===== config.mk =====
export PLATFORM = sky130hd
export DESIGN_NAME = turbo_output_mux_flat
export DESIGN_NICKNAME = d
export VERILOG_FILES = /design/src/rtl/turbo_output_mux_if.sv /design/src/rtl/turbo_output_mux.sv /design/src/flat_wrapper.sv
export SDC_FILE = /design/constraint.sdc
export NUM_CORES = 1
export LEC_CHECK = 0
export ABC_AREA = 0
export CORE_ASPECT_RATIO = 1.25
export CORE_MARGIN = 4
export CORE_UTILIZATION = 58
export CTS_CLUSTER_DIAMETER = 120
export DETAILED_ROUTE_END_ITERATION = 7
export PLACE_DENSITY = 0.77
export RECOVER_POWER = 50
export SLEW_MARGIN = 5
export SYNTH_ARGS = -nofsm -noshare
export SYNTH_HDL_FRONTEND = slang
export SYNTH_SLANG_ARGS = --single-unit
export TNS_END_PERCENT = 5

===== constraint.sdc =====
create_clock -name clk -period 2.65 [get_ports clk]
set_input_delay 0.53 -clock clk [delete_from_list [all_inputs] [get_ports clk]]
set_output_delay 0.53 -clock clk [all_outputs]
set_load 0.01 [all_outputs]

===== src/rtl/turbo_output_mux_if.sv =====
// Encoder-side inputs and multiplexed output streams of the turbo output mux.
// No backpressure: the master drives encoder bits every cycle, the slave emits columns as they form.
interface turbo_output_mux_if;
    logic data_ready;
    logic K;
    logic x1;
    logic z1;
    logic x2;
    logic z2;
    logic d0;
    logic d1;
    logic d2;
    logic out_valid;
    logic sop;
    logic eop;
    logic busy;
    logic err;

    modport master (
        output data_ready, K, x1, z1, x2, z2,
        input  d0, d1, d2, out_valid, sop, eop, busy, err
    );

    modport slave (
        input  data_ready, K, x1, z1, x2, z2,
        output d0, d1, d2, out_valid, sop, eop, busy, err
    );
endinterface


===== src/rtl/turbo_output_mux.sv =====
// Turbo output mux: K data columns (x1,z1,z2) then 4 trellis-tail columns; TURBO_OUTPUT_MUX_DEBUG_EN adds debug_cnt/debug_state.
// Latency 1 cycle input-to-column; no backpressure, a data_ready arriving mid-block is dropped and flagged on err.
module turbo_output_mux (
    input  logic              clk,
    input  logic              aclr,
    turbo_output_mux_if.slave bus
`ifdef TURBO_OUTPUT_MUX_DEBUG_EN
    ,
    output logic [12:0]       debug_cnt,
    output logic [1:0]        debug_state
`endif
);
    typedef enum logic [1:0] {
        IDLE     = 2'd0,
        DATA     = 2'd1,
        TAIL_CAP = 2'd2,
        TAIL_OUT = 2'd3
    } state_t;

    state_t      state_q, state_d;
    logic [12:0] cnt_q, cnt_d;
    logic        ksel_q, ksel_d;
    logic [12:0] k_len;
    logic [12:0] rel;
    logic [12:0] col;

    logic [2:0]  tx1_q, tx1_d;
    logic [2:0]  tz1_q, tz1_d;
    logic [2:0]  tx2_q, tx2_d;
    logic [2:0]  tz2_q, tz2_d;
    logic [2:0]  tail_col;

    logic        d0_q, d0_d;
    logic        d1_q, d1_d;
    logic        d2_q, d2_d;
    logic        out_valid_q, out_valid_d;
    logic        sop_q, sop_d;
    logic        eop_q, eop_d;
    logic        busy_q, busy_d;
    logic        err_q, err_d;

    // cnt_q equals the index of the last edge since edge 0, so it tops out at K+7.
    assign k_len = ksel_q ? 13'd6144 : 13'd1056;
    assign rel   = cnt_q - k_len;
    assign col   = rel - 13'd3;

    always_comb begin
        tail_col = 3'b000;
        if (col == 13'd0) begin
            tail_col = {tx1_q[0], tz1_q[0], tx1_q[1]};
        end else if (col == 13'd1) begin
            tail_col = {tz1_q[1], tx1_q[2], tz1_q[2]};
        end else if (col == 13'd2) begin
            tail_col = {tx2_q[0], tz2_q[0], tx2_q[1]};
        end else if (col == 13'd3) begin
            tail_col = {tz2_q[1], tx2_q[2], tz2_q[2]};
        end
    end

    always_comb begin
        state_d     = state_q;
        cnt_d       = cnt_q;
        ksel_d      = ksel_q;
        tx1_d       = tx1_q;
        tz1_d       = tz1_q;
        tx2_d       = tx2_q;
        tz2_d       = tz2_q;
        d0_d        = 1'b0;
        d1_d        = 1'b0;
        d2_d        = 1'b0;
        out_valid_d = 1'b0;
        sop_d       = 1'b0;
        eop_d       = 1'b0;
        busy_d      = busy_q;
        err_d       = err_q | (bus.data_ready & busy_q);

        case (state_q)
            IDLE: begin
                if (bus.data_ready) begin
                    state_d = DATA;
                    cnt_d   = 13'd0;
                    ksel_d  = bus.K;
                    busy_d  = 1'b1;
                end
            end
            DATA: begin
                cnt_d       = cnt_q + 13'd1;
                out_valid_d = 1'b1;
                d0_d        = bus.x1;
                d1_d        = bus.z1;
                d2_d        = bus.z2;
                sop_d       = (cnt_q == 13'd0);
                if (cnt_q == k_len - 13'd1) begin
                    state_d = TAIL_CAP;
                end
            end
            TAIL_CAP: begin
                cnt_d = cnt_q + 13'd1;
                for (int j = 0; j < 3; j++) begin
                    if (rel == 13'(j)) begin
                        tx1_d[j] = bus.x1;
                        tz1_d[j] = bus.z1;
                        tx2_d[j] = bus.x2;
                        tz2_d[j] = bus.z2;
                    end
                end
                if (rel == 13'd2) begin
                    state_d = TAIL_OUT;
                end
            end
            TAIL_OUT: begin
                cnt_d       = cnt_q + 13'd1;
                out_valid_d = 1'b1;
                d0_d        = tail_col[2];
                d1_d        = tail_col[1];
                d2_d        = tail_col[0];
                if (col == 13'd3) begin
                    eop_d   = 1'b1;
                    busy_d  = 1'b0;
                    state_d = IDLE;
                end
            end
            default: begin
                state_d = IDLE;
            end
        endcase
    end

    always_ff @(posedge clk or posedge aclr) begin
        if (aclr) begin
            state_q     <= IDLE;
            cnt_q       <= 13'd0;
            ksel_q      <= 1'b0;
            tx1_q       <= 3'b000;
            tz1_q       <= 3'b000;
            tx2_q       <= 3'b000;
            tz2_q       <= 3'b000;
            d0_q        <= 1'b0;
            d1_q        <= 1'b0;
            d2_q        <= 1'b0;
            out_valid_q <= 1'b0;
            sop_q       <= 1'b0;
            eop_q       <= 1'b0;
            busy_q      <= 1'b0;
            err_q       <= 1'b0;
        end else begin
            state_q     <= state_d;
            cnt_q       <= cnt_d;
            ksel_q      <= ksel_d;
            tx1_q       <= tx1_d;
            tz1_q       <= tz1_d;
            tx2_q       <= tx2_d;
            tz2_q       <= tz2_d;
            d0_q        <= d0_d;
            d1_q        <= d1_d;
            d2_q        <= d2_d;
            out_valid_q <= out_valid_d;
            sop_q       <= sop_d;
            eop_q       <= eop_d;
            busy_q      <= busy_d;
            err_q       <= err_d;
        end
    end

    assign bus.d0        = d0_q;
    assign bus.d1        = d1_q;
    assign bus.d2        = d2_q;
    assign bus.out_valid = out_valid_q;
    assign bus.sop       = sop_q;
    assign bus.eop       = eop_q;
    assign bus.busy      = busy_q;
    assign bus.err       = err_q;

`ifdef TURBO_OUTPUT_MUX_DEBUG_EN
    assign debug_cnt   = cnt_q;
    assign debug_state = state_q;
`endif
endmodule


===== src/flat_wrapper.sv =====
// flat-port wrapper written by rule: the top's interface ports become plain ports
module turbo_output_mux_flat 
  (clk, aclr, bus_data_ready, bus_K, bus_x1, bus_z1, bus_x2, bus_z2, bus_d0, bus_d1, bus_d2, bus_out_valid, bus_sop, bus_eop, bus_busy, bus_err);
  turbo_output_mux_if bus_i ();
  input  logic clk;
  input  logic aclr;
  input wire logic [$bits(bus_i.data_ready)-1:0] bus_data_ready;
  input wire logic [$bits(bus_i.K)-1:0] bus_K;
  input wire logic [$bits(bus_i.x1)-1:0] bus_x1;
  input wire logic [$bits(bus_i.z1)-1:0] bus_z1;
  input wire logic [$bits(bus_i.x2)-1:0] bus_x2;
  input wire logic [$bits(bus_i.z2)-1:0] bus_z2;
  output wire logic [$bits(bus_i.d0)-1:0] bus_d0;
  output wire logic [$bits(bus_i.d1)-1:0] bus_d1;
  output wire logic [$bits(bus_i.d2)-1:0] bus_d2;
  output wire logic [$bits(bus_i.out_valid)-1:0] bus_out_valid;
  output wire logic [$bits(bus_i.sop)-1:0] bus_sop;
  output wire logic [$bits(bus_i.eop)-1:0] bus_eop;
  output wire logic [$bits(bus_i.busy)-1:0] bus_busy;
  output wire logic [$bits(bus_i.err)-1:0] bus_err;
  assign bus_i.data_ready = bus_data_ready;
  assign bus_i.K = bus_K;
  assign bus_i.x1 = bus_x1;
  assign bus_i.z1 = bus_z1;
  assign bus_i.x2 = bus_x2;
  assign bus_i.z2 = bus_z2;
  assign bus_d0 = bus_i.d0;
  assign bus_d1 = bus_i.d1;
  assign bus_d2 = bus_i.d2;
  assign bus_out_valid = bus_i.out_valid;
  assign bus_sop = bus_i.sop;
  assign bus_eop = bus_i.eop;
  assign bus_busy = bus_i.busy;
  assign bus_err = bus_i.err;
  turbo_output_mux u_core (.clk(clk), .aclr(aclr), .bus(bus_i));
endmodule

==> flow_metrics.tcl <==
set metrics [dict create \
    status "completed" \
    synth_cell_types 50 \
    gp_congestion 0.840 \
    cts_buffers 5 \
    synthFlopType "dfrtp_1" \
    cts_root_buffer "clkbuf_8" \
    h-tree-depth 2 \
    synth_compound_area_frac 0.119 \
    max_freq_mhz 402 \
    hp-class "reg2reg" \
    routed_wl_mm 4.43 \
    clockBufferDepth 2 \
    yosys_register_bits 36 \
    path_clk_slew_ns 0.07 \
    grt_pass1_wl_mm 7.69 \
    ir_drop_v 0.000333 \
    fin_total_pwr_mw 1.02 \
    finalSetupViolations 0 \
    grt_max_degree 37 \
    grt_pass1_vias 1636 \
    synthArstFlopShare 1.00 \
    antenna_cells 0 \
    ant_nets 0 \
    fin_tns_setup_ns 0 \
    fillCellCount 300 \
    final_nets 264 \
    io_buffer_count 15 \
    grt-ovfl-total 0 \
    drv_cap 0 \
    period_minus_slack_ns 2.49 \
    power_density_nw_per_um2 404 \
    skew_ns 0.000902 \
    ys_warn_count 0 \
    grtUsageTotal 0.199 \
    path_class "reg2reg" \
    yosysTopAreaCellShare 0.401 \
    first_iter_violations 86 \
    yosys.area_share.simple 0.210 \
    crit_fanout 5 \
    synth_edf_count 0 \
    synthMuxAreaShare 0.0942 \
    synth_top_family_by_area "simple AND/OR/NAND/NOR gates" \
    crit_arrival_ns 2.66 \
    postCtsSetupRepairBufs 0 \
    die-area_um2 4940 \
    slew_headroom 0.421 \
    start_kind "register" \
    synthCells 223 \
    p_leak_nw 1.09 \
    syn_area_um2 2240 \
    instances_no_fill 283 \
    synth.net_count 245 \
    synth_xor_area_frac 0.0546 \
    cts_tree "yes" \
    wl_per_cell_um 15.7 \
    drive_above_1_share 0.165 \
    ios 16 \
    placedCellCount 275 \
    endpoint_kind "register" \
    first_pass_iters 4 \
    clk_latency_ns 0.29 \
    dieWidth_um 63.6 \
    synthMostInstantiatedCell "dfrtp_1" \
    start_util 0.598 \
    final_util 0.675 \
    vias 1621 \
    finalHoldViolCount 0 \
    synth_adder_area_share 0.0780 \
    rsz0062_at_grt "true" \
    critPathRequiredTime_ns 2.83 \
    yosys-top-cells-count "36 x dfrtp_1, 22 x nand2_1, 20 x nor2_1, 14 x ha_1, 13 x mux2_2" \
    rows 25 \
    final_max_slew_viol_count 0 \
    period_share 0.939 \
    drc 0 \
    core_area_um2 3750 \
    ff_latch_area_um2 901 \
    dp_hpwl_mm 3.33 \
    yosys.area.top_type "dfrtp_1" \
    antenna_found_initial 0 \
    final.setup.worst_slack_ns 0.162 \
    multi_input_area_um2 1260 \
    ys_seq_area_frac 0.401 \
    synth_area_leaders "dfrtp_1 40%, ha_1 7.8%, mux2_2 6.5%" \
    avgViaCountPerCell 5.73 \
    syn_avg_cell_area_um2 10.1 \
    post-place-ws_ns 0.195 \
    cts.sinks 36 \
    area_growth_pct 12.9 \
    die-height_um 77.6 \
    worst_pin_slew_ns 0.869 \
]
path summary, 6_finish.rpt:
check,startpoint,end,slack [ns],depth (start not counted)
min in group asynchronous,aclr,u_core.bus.sop,0.93,3
worst max register to register,u_core.cnt_q[5],u_core.state_q[1],0.16,10
max in group asynchronous,aclr,u_core.bus.out_valid,1.17,3
worst max-delay path,u_core.cnt_q[5],u_core.state_q[1],0.16,10
worst min register to register,u_core.bus.err,u_core.bus.err,0.46,1
worst min-delay path,u_core.bus.err,u_core.bus.err,0.46,1
stage by stage:
stage	hold WS, ns	area [µm²]
floorplan	0.479	2240
global placement	0.440	2430
detailed placement	0.456	2430
CTS	0.473	2530
global route	0.521	2530
finish	0.464	2530
logic make-up after synthesis:
group                      count (synthesis)
muxes                                     19
xor gates and xnor gates                  14
AOI/OAI and AO/OA                         38
DFF                                       36
and+or+nand+nor                           82
buffers and inverters                     20
adders and majority gates                 14
worst max-delay path, stage by stage, from the launching register on:
cell	delay, ns
dfrtp_1	0.38
inv_1	0.12
ha_1	0.19
ha_1	0.21
or2b_1	0.14
nand4_2	0.14
nor4_4	0.30
a31oi_2	0.18
nor4_4	0.30
o21ai_2	0.12
mux2_4	0.30
metal layers:
layer | up-vias | global-route usage | wire [µm]
met1 | 780 | 0.235 | 1910
met2 | 14 | 0.349 | 2370
met4 | 0 | 0.0821 | 79
met5 | - | 0 | 0
li1 | 818 | - | -
met3 | 9 | 0.0376 | 72
final cells by class:
cell class,count,area share
tap,40,0.0198
sequential,36,0.356
clock inverter,2,0.00543
multi-input combinational,167,0.496
clock buffer,6,0.0326
timing repair buffer,20,0.0731
inverter,12,0.0178
report_power, final:
group | switching, mW | internal [mW]
Sequential | 0.00498 | 0.561
Clock | 0.198 | 0.212
Combinational | 0.0233 | 0.0232
Total | 0.227 | 0.796
state kept, by name (all words and copies together), names as in the netlist, 2 cells and up:
name            count
u_core.cnt_q       13
u_core.tx1_q        3
u_core.tx2_q        3
u_core.tz1_q        3
u_core.tz2_q        3
u_core.state_q      2
cells in the final DEF, fill, tap and decap left out, types with 2 or more instances in the layout:
| cell type | synthesis | routed |
|---|---|---|
| nor3_1 | 3 | 3 |
| nand2b_1 | 4 | 4 |
| a22o_1 | 2 | 2 |
| inv_1 | 12 | 12 |
| nand3_1 | 6 | 6 |
| xnor2_1 | 5 | 5 |
| o21ai_2 | 2 | 2 |
| nor4_4 | 3 | 3 |
| nor2b_1 | 2 | 2 |
| nor2_1 | 20 | 19 |
| o21ai_0 | 12 | 12 |
| nor3b_1 | 4 | 4 |
| a31oi_1 | 3 | 2 |
| o31ai_1 | 2 | 2 |
| buf_4 | 3 | 4 |
| a21oi_1 | 5 | 5 |
| dfrtp_1 | 36 | 36 |
| nand4b_1 | 2 | 2 |
| nand2_1 | 22 | 22 |
| nand4_1 | 4 | 4 |
| ha_1 | 14 | 14 |
| clkdlybuf4s50_1 | 0 | 13 |
| mux2i_1 | 5 | 5 |
| xor2_1 | 9 | 9 |
| clkbuf_8 | 0 | 6 |
| dlygate4sd3_1 | 0 | 2 |
| mux2_2 | 13 | 13 |
| and3_1 | 3 | 3 |
what timing repair did:
item | CTS | global route
gates resized for setup | 0 | 2
hold buffers | 0 | 0
endpoints found under the setup margin | 0 | 12
No activity file was read; power rests on OpenSTA's default activity.
==> RTL edit 1 (config.mk and constraints unchanged) <==
Encoding of `state_t`: now Gray code (2 bits for 4 states).
--- a/src/rtl/turbo_output_mux.sv
+++ b/src/rtl/turbo_output_mux.sv
@@ -11,10 +11,10 @@
 `endif
 );
     typedef enum logic [1:0] {
-        IDLE     = 2'd0,
-        DATA     = 2'd1,
-        TAIL_CAP = 2'd2,
-        TAIL_OUT = 2'd3
+        IDLE     = 2'b00,
+        DATA     = 2'b01,
+        TAIL_CAP = 2'b11,
+        TAIL_OUT = 2'b10
     } state_t;
 
     state_t      state_q, state_d;
Formal check against the unedited RTL: same outputs for any inputs over 10 cycles, from zero or initial values; not proved beyond that.
==> RTL edit 1 against the unedited design <==
The run now ends with setup timing left; non-clock buffer count rose by 22; routed wire length rose by 27%; fmax fell by 7.9%; utilization rose by 9.5 points; sequential cell count did not move; power fell by 3.4%; setup slack got worse by 0.21 ns; cell count rose by 21%; cell area rose by 17%; synthesized area rose by 5.6%; via count rose by 23%; sequential power barely moved; largest cell class unchanged; largest power group unchanged.
==> RTL edit 1: results (changes against the unedited design) <==
| Metric | Value |
|---|---|
| Final weighted congestion in routability-driven placement | 0.926 (+10%) |
| CTS Buffer Depth | 2 (unchanged) |
| Startpoint of the most critical hold path | u_core.bus.err |
| Signed area change from the synthesized netlist to the final layout | 25.0% |
| Proportion of register bits with asynchronous set or reset after synthesis | 1.00 (unchanged) |
| Maximum number of pins on one net before global-route repair | 37 (unchanged) |
| Hold_ws | 0.473 ns (+0.00942 ns) |
| Count of cell types in the netlist | 53 (+6.0%) |
| Share of the yosys chip area belonging to registers | 0.380 (-0.0212) |
| Top area cells in the synthesized netlist | dfrtp_1 (38%), ha_1 (7.4%), mux2_2 (4.8%), nand2_1 (3.3%), nor2_1 (3.3%) |
| Largest voltage drop on the vdd net | 0.000338 V (+1.3%) |
| First-pass detailed-route iteration total | 4 (unchanged) |
| Syn_nets | 269 (+9.8%) |
| Top reg by flops | u_core.cnt_q |
| Worst Slack Setup Final | -0.0526 ns (-0.215 ns) |
| Half-perimeter wire length after placement | 4130 um (+24%) |
| Flip-flop count of the largest register, all copies and words added | 13 (unchanged) |
| Depth of the CTS H-tree | 2 (unchanged) |
| Worst clock skew | 0.00802 ns (+0.00712 ns) |
| CP Max Fanout | 3 (-2) |
| Number of CTS-inserted buffers | 5 (unchanged) |
| Worst min path class | reg -> reg |
| Delay of the slowest cell on the worst path | 0.40 ns (+0.02 ns) |
| Worst setup path end | u_core.bus.d2 |
| DRC violation total after the first TritonRoute iteration | 132 (+53%) |
| Commonest cells in the synthesized netlist | dfrtp_1 (36), nand2_1 (21), nor2_1 (21) |
| Critical path arrival | 2.90 ns (+0.24 ns) |
| Cells on Worst Hold Path | 1 (unchanged) |
| All-layer global routing usage | 0.228 (+0.0290) |
| Routed vias | 2000 (+23%) |
| Tightest Pin Transition | 0.919 ns (+0.0498 ns) |
| Static power due to leakage | 0.00124 uW (+13%) |
| Clock-pin slew on the worst setup and hold paths | 0.07 ns (about the same) |
| Fraction of layout cells with a size suffix above 1 | 0.233 (+0.0680) |
| Worst Reg-to-Reg Cells | 11 (+1) |
| Final WL | 5620 um (+27%) |
| Final layout net count | 309 (+17%) |
| Violations in the final reports | setup timing |
| Diode insertion count for antenna repair | 0 (unchanged) |
| Cell at the slowest stage of the critical path | dfrtp_1 |
| Worst setup path startpoint | u_core.ksel_q |
| Global-route wire length before repair | 9050 um (+18%) |
| Placed Area | 2750 sq um (+13%) |
| Number of setup violations in the final report | 11 (+11) |
| Status | finished with violations |
[RTL edit 1: changes by cell type in the layout (fill, tap and decap cells not counted), moves of 3 or more]
cell | before | now
a21oi_1 | 5 | 11
buf_4 | 4 | 26
ha_1 | 14 | 11
ha_4 | 0 | 3
inv_1 | 12 | 8
mux2_1 | 0 | 4
mux2_2 | 13 | 9
nand3_1 | 6 | 10
nor4_4 | 3 | 0
o21ai_1 | 1 | 6
[RTL edit 1: what timing repair did]
| item | CTS | global route |
|---|---|---|
| pin swaps | 6 | 3 |
| endpoints found under the setup margin | 18 | 18 |
| resized for setup | 10 | 13 |
| setup buffers | 1 | 1 |
[RTL edit 1: layout make-up]
class | instances | area, sq um
Clock inverter | 1 | 8.76
Timing Repair Buffer | 42 | 350
Tap cell | 54 | 67.6
Clock buffer | 7 | 76.3
Inverter | 9 | 33.8
Sequential cell | 36 | 901
Multi-Input combinational cell | 193 | 1530
Fill cell | 277 | 885
[RTL edit 1: logic make-up (layout without fill, tap and decap cells)]
logic type	after synthesis	count (layout)	share of synthesized area
multiplexers	19	19	0.0876
flip-flops	36	36	0.380
XOR/XNOR	13	13	0.0480
adder cells (fa/ha/maj)	14	14	0.0739
AO/OA/AOI/OAI	51	51	0.161
AND/OR/NAND/NOR	96	96	0.216
buffers and inverters	18	59	0.0333
[RTL edit 1: metal layers]
metal / GRT usage / vias to the layer above / share of wire
met5: 0 / - / 0
met4: 0.104 / 0 / 0.037
met3: 0.0423 / 24 / 0.027
met2: 0.428 / 50 / 0.53
met1: 0.240 / 958 / 0.41
li1: - / 968 / -
[RTL edit 1: per-stage QoR]
stage               setup slack [ns]  setup TNS (ns)  instances
detailed placement            -0.189           -2.59        332
global route                  -0.155           -1.98        342
floorplan                    -0.0262         -0.0262        247
CTS                          -0.0280         -0.0553        341
finish                       -0.0526          -0.227        342
global placement              -0.145           -1.77        332
[RTL edit 1: where the power goes]
part	internal [uW]	switching [uW]	total, uW
logic	17.9	21.5	39.4
registers	558	5.44	564
clock network	188	197	384
total	764	224	988
[RTL edit 1: worst min path at each step]
stage / end
6_report: u_core.bus.err
4_1_cts: u_core.bus.err
2_1_floorplan: u_core.tx2_q[2]
3_3_place_gp: u_core.bus.err
3_5_place_dp: u_core.bus.err
5_1_grt: u_core.bus.err
[RTL edit 1: worst max-delay path: cells and delay by family, from the launching register on]
family / cells / cell delay, ns
AO/OA/AOI/OAI: 3 / 0.55
flip-flops: 1 / 0.40
AND/OR/NAND/NOR: 3 / 0.79
multiplexers: 1 / 0.34
buffers and inverters: 3 / 0.37
adder cells (fa/ha/maj): 1 / 0.16
